File: src/rtl/s7_bin2bcd_ctrl.sv
// Binary-to-packed-BCD front end for the 7-segment display: valid/ready intake,
// serial double-dabble conversion, and an atomically updated BCD/blank/overflow result.
module s7_bin2bcd_ctrl #(
    parameter int DISPLAYS_NUM = 4,
    parameter int BIN_WIDTH    = 14
) (
    input  logic                      i_clk,
    input  logic                      i_rst_n,
    input  logic [BIN_WIDTH-1:0]      i_bin,
    input  logic                      i_valid,
    output logic                      o_ready,
    output logic [DISPLAYS_NUM*4-1:0] o_bcd_data,
    output logic [DISPLAYS_NUM-1:0]   o_blank_mask,
    output logic                      o_overflow,
    output logic                      o_done
);

    localparam int DIG_W = DISPLAYS_NUM * 4;
    localparam int CNT_W = $clog2(BIN_WIDTH) + 1;
    localparam logic [CNT_W-1:0]        CNT_LAST = CNT_W'(BIN_WIDTH - 1);
    localparam logic [DISPLAYS_NUM-1:0] MASK_RST = ~DISPLAYS_NUM'(1);

    typedef enum logic [1:0] {
        IDLE,
        SHIFT,
        LOAD
    } state_t;

    state_t             state;
    state_t             state_nxt;
    logic [BIN_WIDTH-1:0] bin_sr;
    logic [DIG_W-1:0]   digits;
    logic [DIG_W-1:0]   digits_adj;
    logic               ovf;
    logic [CNT_W-1:0]   cnt;
    logic               accept;

    // Per-digit correction before each shift; digits never carry into each other.
    function automatic logic [DIG_W-1:0] add3(input logic [DIG_W-1:0] d);
        logic [DIG_W-1:0] r;
        r = d;
        for (int k = 0; k < DISPLAYS_NUM; k++) begin
            if (d[4*k +: 4] >= 4'd5) begin
                r[4*k +: 4] = d[4*k +: 4] + 4'd3;
            end
        end
        return r;
    endfunction

    function automatic logic [DIG_W-1:0] saturate(input logic [DIG_W-1:0] d, input logic ov);
        return ov ? {DISPLAYS_NUM{4'h9}} : d;
    endfunction

    // Digit 0 is always shown so a zero value still displays a single "0".
    function automatic logic [DISPLAYS_NUM-1:0] blank_mask(input logic [DIG_W-1:0] d,
                                                           input logic ov);
        logic [DISPLAYS_NUM-1:0] m;
        logic                    zero_above;
        m          = '0;
        zero_above = 1'b1;
        for (int k = DISPLAYS_NUM - 1; k >= 1; k--) begin
            zero_above = zero_above & (d[4*k +: 4] == 4'd0);
            m[k]       = zero_above & ~ov;
        end
        return m;
    endfunction

    assign o_ready    = (state == IDLE);
    assign accept     = i_valid & o_ready;
    assign digits_adj = add3(digits);

    always_ff @(posedge i_clk or negedge i_rst_n) begin
        if (!i_rst_n) begin
            state <= IDLE;
        end else begin
            state <= state_nxt;
        end
    end

    always_comb begin
        state_nxt = state;
        case (state)
            IDLE:    if (i_valid) state_nxt = SHIFT;
            SHIFT:   if (cnt == CNT_LAST) state_nxt = LOAD;
            LOAD:    state_nxt = IDLE;
            default: state_nxt = IDLE;
        endcase
    end

    always_ff @(posedge i_clk or negedge i_rst_n) begin
        if (!i_rst_n) begin
            bin_sr <= '0;
            digits <= '0;
            ovf    <= 1'b0;
            cnt    <= '0;
        end else if (accept) begin
            bin_sr <= i_bin;
            digits <= '0;
            ovf    <= 1'b0;
            cnt    <= '0;
        end else if (state == SHIFT) begin
            digits <= {digits_adj[DIG_W-2:0], bin_sr[BIN_WIDTH-1]};
            bin_sr <= {bin_sr[BIN_WIDTH-2:0], 1'b0};
            ovf    <= ovf | digits_adj[DIG_W-1];
            cnt    <= cnt + CNT_W'(1);
        end
    end

    // Output registers change only on the LOAD edge, so the display never sees partial digits.
    always_ff @(posedge i_clk or negedge i_rst_n) begin
        if (!i_rst_n) begin
            o_bcd_data   <= '0;
            o_blank_mask <= MASK_RST;
            o_overflow   <= 1'b0;
            o_done       <= 1'b0;
        end else begin
            o_done <= (state == LOAD);
            if (state == LOAD) begin
                o_bcd_data   <= saturate(digits, ovf);
                o_blank_mask <= blank_mask(digits, ovf);
                o_overflow   <= ovf;
            end
        end
    end

endmodule
File: config.mk
export PLATFORM = sky130hd
export DESIGN_NAME = s7_bin2bcd_ctrl
export DESIGN_NICKNAME = d
export VERILOG_FILES = /design/src/rtl/s7_bin2bcd_ctrl.sv
export SDC_FILE = /design/constraint.sdc
export NUM_CORES = 1
export LEC_CHECK = 0
export CORE_MARGIN = 10
export CORE_UTILIZATION = 30
export DETAILED_ROUTE_END_ITERATION = 7
export PLACE_DENSITY = 0.47
export SLEW_MARGIN = 20
export SYNTH_ARGS = -nofsm -noshare
export SYNTH_HDL_FRONTEND = slang
export SYNTH_SLANG_ARGS = --single-unit
File: constraint.sdc
create_clock -name i_clk -period 1.5 [get_ports i_clk]
set_input_delay 0.15 -clock i_clk [delete_from_list [all_inputs] [get_ports i_clk]]
set_output_delay 0.15 -clock i_clk [all_outputs]
set_load 0.03 [all_outputs]
==> impl_metrics.csv, run 1 <==
group,metric,value,unit
yosys,synth.most_common_cell,"dfrtp_1",
hold_path,hp-class,"input port to asynchronous set/reset pin",
pwr,p_total,7990,uW
yosys,syn_inst,282,
layout,syn_to_final_growth,40.9,%
yosys,syn_area,0.00282,mm2
placement,dp.cells,454,
setup_path,cp_max_fo,2,
floorplan,dieHeight,117,um
yosys,synth_common_cells,"dfrtp_1 (56), nand2_1 (54), o21ai_0 (28), nand3_1 (14)",
placement,dp_hpwl,4510,um
layout,fillers,944,
timing,report.final.slew_viol_count,0,
yosys,synth_warnings,0,
timing,post-route-min-period,1.49,ns
routing,route.vias.total,2245,
timing,setup_viol,0,
grt,grtUsageTotal,10.3,%
setup_path,ff2ff_path_depth,4,
layout,register_area,0.00148,mm2
layout,multi_input_area,0.00134,mm2
setup_path,path_class,"flip-flop to flip-flop",
setup_path,rrSetupSlack,0.01,ns
placement,dp_worst_setup_slack,-0.197,ns
placement,io_buffer_count,38,
routing,drtPass1Iterations,4,
clock_network,clkLatencyLatePin,0.33,ns
floorplan,die_area,0.0137,mm2
status,outcome,"completed",
routing,drt_wl_total,6580,um
grt,grt_start_max_net_pins,60,
floorplan,rows,35,
routing,antenna_left,0,
routing,via_per_inst,4.68,
timing,finalClockSkew,0.00661,ns
timing,rsz0062_at_grt,"yes",
yosys,synth-edff-count,0,
setup_path,setup.worst_path.start,"ovf",
layout,utilization,43.2,%
setup_path,cp-start-kind,"flip-flop",
setup_path,cp-end-kind,"flip-flop",
routing,route.detailed.drc,0,
layout,nNetsFinal,394,
setup_path,required,1.77,ns
timing,fmax,0.672,GHz
setup_path,worstReg2RegStart,"ovf",
job,maxCapViolCount,0,
layout,antennaDiodeCount,0,
floorplan,start_util,30.6,%
setup_path,cp_data_arrival_time,1.76,ns
yosys,ys_seq_area_share,52.5,%
placement,gp_congestion,0.716,
clock_network,clock_path_buffers,2,
grt,grt_pass1_wl,11300,um
yosys,yosysUniqueCellTypes,35,
yosys,synth-seq-cells,59,
yosys,yosysTopAreaCell,"dfrtp_1",
yosys,synthFlopType,"dfrtp_1",
routing,wl_per_cell,13.7,um
yosys,async_reset_ff_share,100,%
timing,finalHoldViolations,0,
layout,final_cell_count_no_fill,480,
clock_network,cts-root-buf,"clkbuf_8",
pwr,p_leak,0.00188,uW
layout,drive_gt1_share,27.4,%
clock_network,cts_max_level,3,
pwr,worst_ir_drop_vdd,0.000792,V
timing,worst_slack,0.0124,ns
grt,antenna_found_initial,0,
routing,drt_iter0_markers,77,
clock_network,clkSinkCount,59,
clock_network,cts_tree,"yes",
floorplan,fp.dieW,117,um
pwr,p_per_area,2010,mW/mm2
grt,grt_pass1_vias,2396,
setup_path,worstSetupEndpoint,"o_blank_mask[1]",
floorplan,core_area,0.00920,mm2
grt,grt-ovfl-total,0,
setup_path,r2r_end,"o_blank_mask[1]",
floorplan,boundaryPins,40,
yosys,synth.net_count,312,
clock_network,cts_buffers,9,
yosys,syn_avg_cell_area,9.99,um2
yosys,yosysTopAreaCellShare,49.7,%
yosys,synth_area_leaders,"dfrtp_1 (50%), nand2_1 (7.2%), ha_1 (5.8%)",
timing,min_period_over_period,99.2,%
clock_network,path_clk_slew,0.06,ns
## registers in the layout, summed over array words and instances, names as in the netlist
register	count
state	2
ovf	1
digits	16
o_overflow	1
o_bcd_data	16
o_blank_mask	3
bin_sr	14
o_done	1
cnt	5
## critical path, stage by stage, from the launching register on
cell,delay (ns)
dfrtp_1,0.41
nor4b_4,0.36
nand3b_4,0.14
nor4b_4,0.31
a32o_1,0.22
## how the worst min path moves through the flow
| stage | start | end | slack [ns] | depth (start not counted) |
|---|---|---|---|---|
| final | i_rst_n | o_bcd_data[4] | 0.36 | 3 |
| after CTS | i_bin[0] | bin_sr[0] | 0.34 | 3 |
| after detailed placement | i_rst_n | o_bcd_data[4] | 0.18 | 2 |
| after floorplan | i_rst_n | bin_sr[0] | -0.15 | 0 |
| after global placement | i_rst_n | o_bcd_data[4] | 0.19 | 2 |
| after global routing | i_bin[0] | bin_sr[0] | 0.36 | 3 |
## cells in the final DEF (no fill, tap or decap), drive strengths merged, types with 2 or more instances in the layout
cell type	instances
nand4	2
a311o	2
a21oi	6
o31ai	11
and3	2
mux2	2
nor3b	3
dfrtp	56
nand3	14
dlygate4sd2	21
clkinv	2
buf	52
xor2	2
nor3	2
xnor2	4
o21ai	28
a22oi	13
a32o	5
nand2b	10
inv	10
nor4b	2
clkdlybuf4s50	15
nor2	13
clkbuf	14
dfstp	3
ha	13
nand2	55
## layout make-up
type                       instances  area share, %
timing repair buffer              89           19.9
sequential                        59           37.3
inverter                          10          0.946
multi-input combinational        195           33.7
tap                              111           3.50
clock inverter                     2          0.252
clock buffer                      14           4.35
## kinds of logic after synthesis
logic type | after synthesis | synth area share (%)
xor gates and xnor gates | 6 | 1.86
buffers and inverters | 28 | 4.62
and+or+nand+nor | 107 | 19.1
DFF | 59 | 52.5
AOI/OAI and AO/OA | 66 | 15.2
other | 1 | 0.133
muxes | 2 | 0.799
adders and majority gates | 13 | 5.77
## routing by layer
metal	share of wire (%)	track usage [%]	vias up
li1	-	-	1138
met4	0.35	2.47	0
met5	0	0	-
met3	6.7	4.54	2
met1	48	12.8	1057
met2	45	16.2	48
## repair_timing
action | CTS | global route
pin swaps | 3 | 6
gates resized for setup | 33 | 26
setup endpoints to repair | 39 | 25
hold buffers | 1 | 0
endpoints found under the hold margin | 56 | 0
buffers inserted | 0 | 9
## power breakdown
part / switching [uW] / total [uW] / internal (uW)
logic: 1950 / 4010 / 2050
registers: 496 / 2660 / 2160
clock network: 600 / 1330 / 731
total: 3050 / 7990 / 4940
## per-stage QoR
stage / TNS [ns] / area (um2) / hold WS [ns]
2_1_floorplan: 0 / 2830 / -0.146
3_3_place_gp: -2.16 / 3590 / 0.188
3_5_place_dp: -2.79 / 3590 / 0.183
4_1_cts: -0.0234 / 3780 / 0.344
5_1_grt: -0.0494 / 3970 / 0.361
6_report: 0 / 3970 / 0.357
(Power assumes the default switching activity.)
==> run 2, diff against run 1 <==
CORE_ASPECT_RATIO = 1.25   (was not set)
CORE_UTILIZATION = 40   (was 30)
CTS_CLUSTER_SIZE = 30   (was not set)
PLACE_DENSITY = 0.6   (was 0.47)
==> impl_metrics.csv, run 2 (synthesis gave the netlist of run 1 again) <==
group,metric,value,unit
layout,register_area,0.00148,mm2
setup_path,required,1.71,ns
floorplan,start_util,40.9,%
routing,drt_iter0_markers,80,
timing,setup_viol,0,
pwr,net-switching-power,2920,uW
grt,grt_pass1_wl,10600,um
timing,fmax,0.690,GHz
floorplan,boundaryPins,40,
layout,nNetsFinal,386,
floorplan,rows,34,
timing,post-route-min-period,1.45,ns
floorplan,fp.dieW,95.1,um
floorplan,dieHeight,114,um
timing,fin_setup_tns,0,ns
grt,antenna_found_initial,0,
setup_path,ff2ff_path_depth,4,
layout,reg.largest.list,"digits (16), o_bcd_data (16), bin_sr (14)",
layout,final_common_cell,"dfrtp_1",
floorplan,core_area,0.00689,mm2
grt,grtUsageTotal,12.1,%
timing,finalClockSkew,0.00567,ns
floorplan,die_area,0.0108,mm2
status,outcome,"completed",
job,maxCapViolCount,0,
timing,finalHoldViolations,0,
grt,use_met1,14.3,%
layout,fillers,661,
pwr,p_total,7500,uW
grt,grt-ovfl-total,0,
timing,min_period_over_period,96.6,%
routing,route.detailed.drc,0,
clock_network,clkSinkCount,59,
setup_path,cp_max_fo,6,
pwr,comb_power_share,48.6,%
routing,antenna_left,0,
pwr,power.internal,4590,uW
setup_path,path_class,"flip-flop to flip-flop",
clock_network,cts_tree,"yes",
routing,wl_per_cell,13.7,um
routing,drtPass1Iterations,4,
routing,route.vias.total,2238,
layout,antennaDiodeCount,0,
setup_path,cp-start-kind,"flip-flop",
routing,via_per_inst,4.97,
pwr,clkPwrFrac,16.2,%
pwr,p_per_area,1970,mW/mm2
clock_network,path_clk_slew,0.06,ns
clock_network,cts-root-buf,"clkbuf_8",
clock_network,clock_path_buffers,2,
grt,grt_start_max_net_pins,28,
grt,met3_usage,3.29,%
clock_network,cts_buffers,9,
setup_path,cp_data_arrival_time,1.66,ns
hold_path,hp-class,"input port to asynchronous set/reset pin",
timing,report.final.slew_viol_count,0,
layout,utilization,55.3,%
pwr,power_frac_seq,35.2,%
grt,use_met2,19.1,%
routing,drt_wl_total,6150,um
timing,rsz0062_at_grt,"yes",
layout,drive_gt1_share,24.4,%
clock_network,clkLatencyLatePin,0.33,ns
layout,syn_to_final_growth,35.2,%
pwr,switching_share,38.9,%
placement,dp_hpwl,4400,um
layout,multi_input_area,0.00130,mm2
placement,postPlaceCellArea,0.00355,mm2
pwr,worst_ir_drop_vdd,0.000816,V
placement,io_buffer_count,38,
grt,grt-busiest-layer,"met2",
layout,layout_common_cells,"dfrtp_1 (55), nand2_1 (54), buf_4 (39)",
grt,grt_pass1_vias,2296,
layout,final_area,0.00381,mm2
placement,gp_congestion,0.744,
setup_path,cp-end-kind,"flip-flop",
pwr,p_leak,0.00183,uW
clock_network,cts_max_level,3,
## run 2: cell count changes in the layout (fill, tap and decap cells not counted), sizes merged
cell / change
dlygate4sd2: -1
buf: -8
clkbuf: -2
dlymetal6s2s: +1
clkinv: +1
## run 2: per-layer routing
metal / share of wire [%] / up-vias
met3: 5.5 / 8
met5: 0 / -
met4: 1.7 / 0
li1: - / 1123
met1: 45 / 1058
met2: 48 / 49
## run 2: what timing repair did
| action | in CTS | in global routing |
|---|---|---|
| setup buffers | 1 | 2 |
| resized for setup | 25 | 24 |
| pin swaps | 2 | 3 |
| setup endpoints to repair | 27 | 16 |
| endpoints found under the hold margin | 12 | 0 |
| hold buffers | 1 | 0 |
## run 2: power by group through the flow
| stage | combinational (uW) | sequential (uW) | clock (uW) |
|---|---|---|---|
| 2_1_floorplan | 1970 | 2740 | 0 |
| 6_report | 3650 | 2640 | 1210 |
| 5_1_grt | 4080 | 2730 | 1350 |
| 4_1_cts | 3410 | 2630 | 1270 |
| 3_3_place_gp | 3330 | 2620 | 0 |
| 3_5_place_dp | 3410 | 2640 | 0 |
## run 2: worst paths after layout
path | from | slack [ns] | to
max reg2reg | state[0] | 0.05 | digits[11]
max | state[0] | 0.05 | digits[11]
min reg2reg | o_blank_mask[3] | 0.46 | o_blank_mask[3]
min | i_rst_n | 0.29 | o_bcd_data[1]
min in group i_clk | i_bin[0] | 0.35 | bin_sr[0]
max in group asynchronous | i_rst_n | 0.71 | state[0]
## run 2: area by class of cell
cell class	count	area share [%]
repair buffers	81	18.8
inverters	10	0.986
flip-flops and latches	59	38.9
multi-input cells	195	34.1
well taps	90	2.96
clock buffers	12	3.81
clock inverters	3	0.394
## run 2: critical path: stages (launching register included)
cell and delay (ns):
dfrtp_2 0.47, or3b_4 0.44, nand2_2 0.12, o31ai_1 0.09
a32o_1 0.22
## run 2: stage by stage
| stage | setup WS, ns | instances | hold slack [ns] |
|---|---|---|---|
| floorplan | 0.0198 | 282 | -0.146 |
| global placement | -0.134 | 431 | 0.115 |
| detailed placement | -0.182 | 431 | 0.113 |
| CTS | 0.00380 | 448 | 0.286 |
| global route | -0.0556 | 450 | 0.343 |
| finish | 0.0515 | 450 | 0.292 |
==> run 3, diff against run 2 <==
SKIP_LAST_GASP = 1   (was not set)
==> impl_metrics.csv, run 3 (synthesis gave the netlist of run 1 again) <==
group,metric,value,unit
status,outcome,"completed",
setup_path,cp_data_arrival_time,1.71,ns
routing,drtPass1Iterations,4,
routing,drt_iter0_markers,67,
pwr,p_leak,0.00180,uW
timing,finalClockSkew,0.00555,ns
timing,min_period_over_period,96.8,%
placement,dp_worst_setup_slack,-0.182,ns
timing,report.final.slew_viol_count,0,
routing,antenna_left,0,
clock_network,clkLatencyLatePin,0.33,ns
setup_path,slowest_stage,"dfrtp_1",
timing,setup_viol,0,
grt,grt_pass1_wl,10600,um
grt,grt-ovfl-total,0,
floorplan,rows,34,
floorplan,start_util,40.9,%
setup_path,cp_max_fo,4,
placement,gp_congestion,0.744,
layout,nNetsFinal,386,
setup_path,required,1.76,ns
layout,final_cell_count_no_fill,450,
setup_path,cp-start-kind,"flip-flop",
timing,worst_slack,0.0476,ns
clock_network,path_clk_slew,0.06,ns
floorplan,core_area,0.00689,mm2
placement,dp_hpwl,4400,um
layout,reg.largest.list,"digits (16), o_bcd_data (16), bin_sr (14)",
routing,via_per_inst,4.96,
pwr,p_total,7410,uW
pwr,p_per_area,1960,mW/mm2
placement,dp.cells,431,
clock_network,cts_buffers,9,
routing,route.detailed.drc,0,
setup_path,path_class,"flip-flop to flip-flop",
grt,antenna_found_initial,0,
floorplan,fp.dieW,95.1,um
grt,grt_pass1_vias,2296,
timing,finalHoldViolations,0,
floorplan,die_area,0.0108,mm2
clock_network,cts-root-buf,"clkbuf_8",
clock_network,clkSinkCount,59,
layout,utilization,54.8,%
layout,layout_common_cells,"dfrtp_1 (55), nand2_1 (54), buf_4 (40)",
setup_path,path_cells,"ha_1 -> nand2b_4 -> a21oi_2 -> mux2_2 -> o21ai_1",
placement,io_buffer_count,38,
floorplan,dieHeight,114,um
routing,drt_wl_total,6110,um
layout,antennaDiodeCount,0,
layout,final_common_cell,"dfrtp_1",
layout,syn_to_final_growth,34.0,%
setup_path,cpPeakStageDelay,0.41,ns
routing,route.vias.total,2231,
clock_network,clock_path_buffers,2,
layout,drive_gt1_share,23.6,%
job,maxCapViolCount,0,
clock_network,cts_max_level,3,
timing,fmax,0.689,GHz
hold_path,hp-class,"input port to asynchronous set/reset pin",
setup_path,cp-end-kind,"flip-flop",
timing,rsz0062_at_grt,"yes",
floorplan,boundaryPins,40,
timing,post-route-min-period,1.45,ns
pwr,worst_ir_drop_vdd,0.000808,V
grt,grt_start_max_net_pins,28,
clock_network,cts_tree,"yes",
routing,wl_per_cell,13.6,um
grt,grtUsageTotal,12.1,%
setup_path,crit_family,"flip-flops",
setup_path,crit_buf_inv,0,
-- run 3: layout make-up --
class	instances	area, um2
fill	666	3120
multi-input combinational	195	1270
sequential	59	1480
timing repair buffer	81	713
inverter	10	37.5
tap	90	113
clock buffer	12	145
clock inverter	3	15.0
-- run 3: repair_timing --
action                                  in CTS  in global routing
resized for setup                           25                 16
buffers inserted                             1                  2
pin swaps                                    2                  3
hold buffers                                 1                  0
endpoints found under the setup margin      27                 16
hold endpoints to repair                    12                  0
-- run 3: worst paths after layout --
kind                            depth (start not counted)  slack, ns             from              end
worst max-delay path                                    5       0.05        digits[8]       digits[10]
worst min-delay path                                    2       0.29          i_rst_n    o_bcd_data[1]
worst max register to register                          5       0.05        digits[8]       digits[10]
worst min register to register                          2       0.46  o_blank_mask[3]  o_blank_mask[3]
max in group asynchronous                               3       0.71          i_rst_n         state[0]
min in group i_clk                                      3       0.35         i_bin[0]        bin_sr[0]
-- run 3: metal layers --
layer | track usage [%] | share of wire [%] | wire [um] | vias up
met2 | 19.1 | 47 | 2900 | 45
met4 | 6.60 | 2.3 | 142 | 0
met5 | 0 | 0 | 0 | -
li1 | - | - | - | 1119
met3 | 3.29 | 5.5 | 336 | 12
met1 | 14.3 | 45 | 2730 | 1055
-- run 3: where the power goes --
group	internal (uW)	leakage, uW	switching (uW)	total, uW
registers	2160	0.000717	471	2630
clock network	627	0.0000860	590	1220
logic	1740	0.000998	1820	3560
-- run 3: metrics by stage --
stage	hold slack [ns]	TNS, ns	cell area, um2
after detailed placement	0.113	-1.97	3550
after CTS	0.286	0	3700
final	0.289	0	3770
after floorplan	-0.146	0	2830
after global placement	0.115	-1.69	3550
after global routing	0.343	-0.218	3770
==> edit (settings of run 2) <==
Set the parameter `BIN_WIDTH` to 10 (it was 14).
--- a/src/rtl/s7_bin2bcd_ctrl.sv
+++ b/src/rtl/s7_bin2bcd_ctrl.sv
@@ -3,5 +3,5 @@
 module s7_bin2bcd_ctrl #(
     parameter int DISPLAYS_NUM = 4,
-    parameter int BIN_WIDTH    = 14
+    parameter int BIN_WIDTH    = 10
 ) (
     input  logic                      i_clk,
Ports: changed (resized i_bin); port bits go from 40 to 36. No check against the original RTL was run, so the function may have changed too.
==> edit against run 2 <==
  * Routed wire length shrank 15%
  * Die area shrank 6.7%
  * Largest power group unchanged
  * Via count shrank 13%
  * Worst setup slack lost 0.016 ns
  * Design area shrank 11%
  * Power shrank 5.1%
  * Utilization shrank 0.90 points
  * Area after synthesis shrank 8.3%
  * Sequential cell count shrank 4
==> edit: results (changes against run 2) <==
Placed design
  – Post-detailed-placement cell area: 0.00318 mm² (was 0.00355 mm²)
  – Final HPWL from detailed placement: 3680 µm (was 4400 µm)
  – Number of I/O port buffers: 34 (was 38)
  – Cell count after placement: 384 (was 431)

Logic synthesis
  – Average instance area after synthesis: 10.2 µm² (was 9.99 µm²)
  – Most numerous cell types in the synthesized netlist: sky130_fd_sc_hd__dfrtp_1 (52), sky130_fd_sc_hd__nand2_1 (45), sky130_fd_sc_hd__o21ai_0 (21) (was sky130_fd_sc_hd__dfrtp_1 (56), sky130_fd_sc_hd__nand2_1 (54), sky130_fd_sc_hd__o21ai_0 (28))
  – Main area contributors after synthesis: sky130_fd_sc_hd__dfrtp_1 (50%), sky130_fd_sc_hd__nand2_1 (6.5%), sky130_fd_sc_hd__ha_1 (6.3%), sky130_fd_sc_hd__o21ai_0 (4.1%), sky130_fd_sc_hd__dfstp_2 (3.1%) (was sky130_fd_sc_hd__dfrtp_1 (50%), sky130_fd_sc_hd__nand2_1 (7.2%), sky130_fd_sc_hd__ha_1 (5.8%), sky130_fd_sc_hd__o21ai_0 (5.0%), sky130_fd_sc_hd__a22oi_1 (3.5%))

Critical path
  – Largest fanout on the critical path: 2 (was 6)
  – Data arrival time at the worst-slack endpoint: 1.71 ns (was 1.66 ns)

Drt
  – Wirelength per Cell: 13.2 µm (was 13.7 µm)
  – Routed via count: 1946 (was 2238)
  – Number of violations reported at the end of detailed-routing iteration 0: 102 (was 80)

Global routing
  – Maximum number of pins on one net before global-route repair: 56 (was 28)
  – Vias in the first global route: 2015 (was 2296)
  – First-pass GRT wire length: 9080 µm (was 10600 µm)
  – Total routing usage reported by global routing: 10.6% (was 12.1%)

Power
  – Switch Pwr: 2.91 mW (was 2.92 mW)

Layout
  – Final Net Count: 335 (was 386)
  – Layout cells sized above 1: 18.1% (was 24.4%)
  – Filler-free cell count of the finished design: 395 (was 450)

Clock network
  – Worst-Skew Late Latency: 0.30 ns (was 0.33 ns)
  – Number of clock buffers inserted by TritonCTS: 5 (was 9)
  – # H-tree levels: 2 (was 3)
  – Clk pin slew, worst setup/hold paths: 0.09 ns (was 0.06 ns)

Outcome
  – Result of the run: completed (unchanged)

Timing
  – Setup clock skew after layout: 0.00342 ns (was 0.00567 ns)
## edit: final cells by class
cell class	count	area, µm²
fillers	604	2850
flip-flops and latches	55	1380
inverters	10	37.5
clock buffers	8	100
multi-input cells	172	1140
well taps	85	106
repair buffers	65	626
## edit: critical path: stages (launching register included)
cell,delay (ns)
sky130_fd_sc_hd__dfrtp_1,0.42
sky130_fd_sc_hd__nor4b_4,0.29
sky130_fd_sc_hd__nand3b_1,0.19
sky130_fd_sc_hd__nor4b_4,0.30
sky130_fd_sc_hd__a32o_1,0.21
## edit: per-stage QoR
step | setup WS (ns) | total power, mW | utilization [%] | hold slack, ns | TNS (ns)
5_1_grt | -0.0816 | 7.75 | 54.4 | 0.427 | -0.0922
2_1_floorplan | 0.0260 | 4.80 | - | -0.146 | 0
3_3_place_gp | -0.0895 | 6.09 | 50.8 | 0.174 | -0.813
4_1_cts | -0.0390 | 6.98 | 52.5 | 0.384 | -0.153
6_report | 0.0358 | 7.12 | 54.4 | 0.378 | 0
3_5_place_dp | -0.122 | 6.14 | 50.8 | 0.172 | -1.63
## edit: repair_timing
action | in CTS | in global routing
endpoints found under the hold margin | 52 | 0
gates resized for setup | 13 | 33
buffers inserted | 0 | 2
hold buffers | 1 | 0
pin swaps | 2 | 1
setup endpoints to repair | 20 | 40
## edit: kinds of logic after synthesis
kind of cell	Yosys count	share of synthesized area, %
compound gates	65	16.9
xor+xnor	6	2.03
fa+ha+maj	13	6.30
buf+inv	26	4.75
flops	55	53.4
mux	1	0.387
other cells	1	0.145
simple gates	86	16.1
## edit: path summary, 6_finish.rpt
kind                       slack, ns                     endpoint  cells after the start                         from
setup / recovery                0.04  o_blank_mask[1]$_DFFE_PN1P_                      4       digits[15]$_DFFE_PN0P_
hold / removal                  0.38   o_bcd_data[15]$_DFFE_PN0P_                      3                      i_rst_n
setup reg to reg                0.04  o_blank_mask[1]$_DFFE_PN1P_                      4       digits[15]$_DFFE_PN0P_
hold reg to reg                 0.47  o_blank_mask[3]$_DFFE_PN1P_                      2  o_blank_mask[3]$_DFFE_PN1P_
max in group asynchronous       0.84  o_blank_mask[1]$_DFFE_PN1P_                      3                      i_rst_n
min in group i_clk              0.44        bin_sr[8]$_DFFE_PN0P_                      3                     i_bin[8]
## edit: power by group through the flow
stage	clock network [mW]	logic (mW)	registers [mW]
6_report	0.874	3.63	2.61
5_1_grt	0.960	4.07	2.72
4_1_cts	0.912	3.48	2.59
3_5_place_dp	0	3.53	2.62
3_3_place_gp	0	3.49	2.60
2_1_floorplan	0	1.85	2.95
## edit: layer usage
metal	GRT usage [%]	up-vias	part of all wire [%]
met2	18.4	34	47
met5	0	-	0
met4	2.98	0	1.0
met1	12.4	917	47
li1	-	991	-
met3	3.27	4	5.3
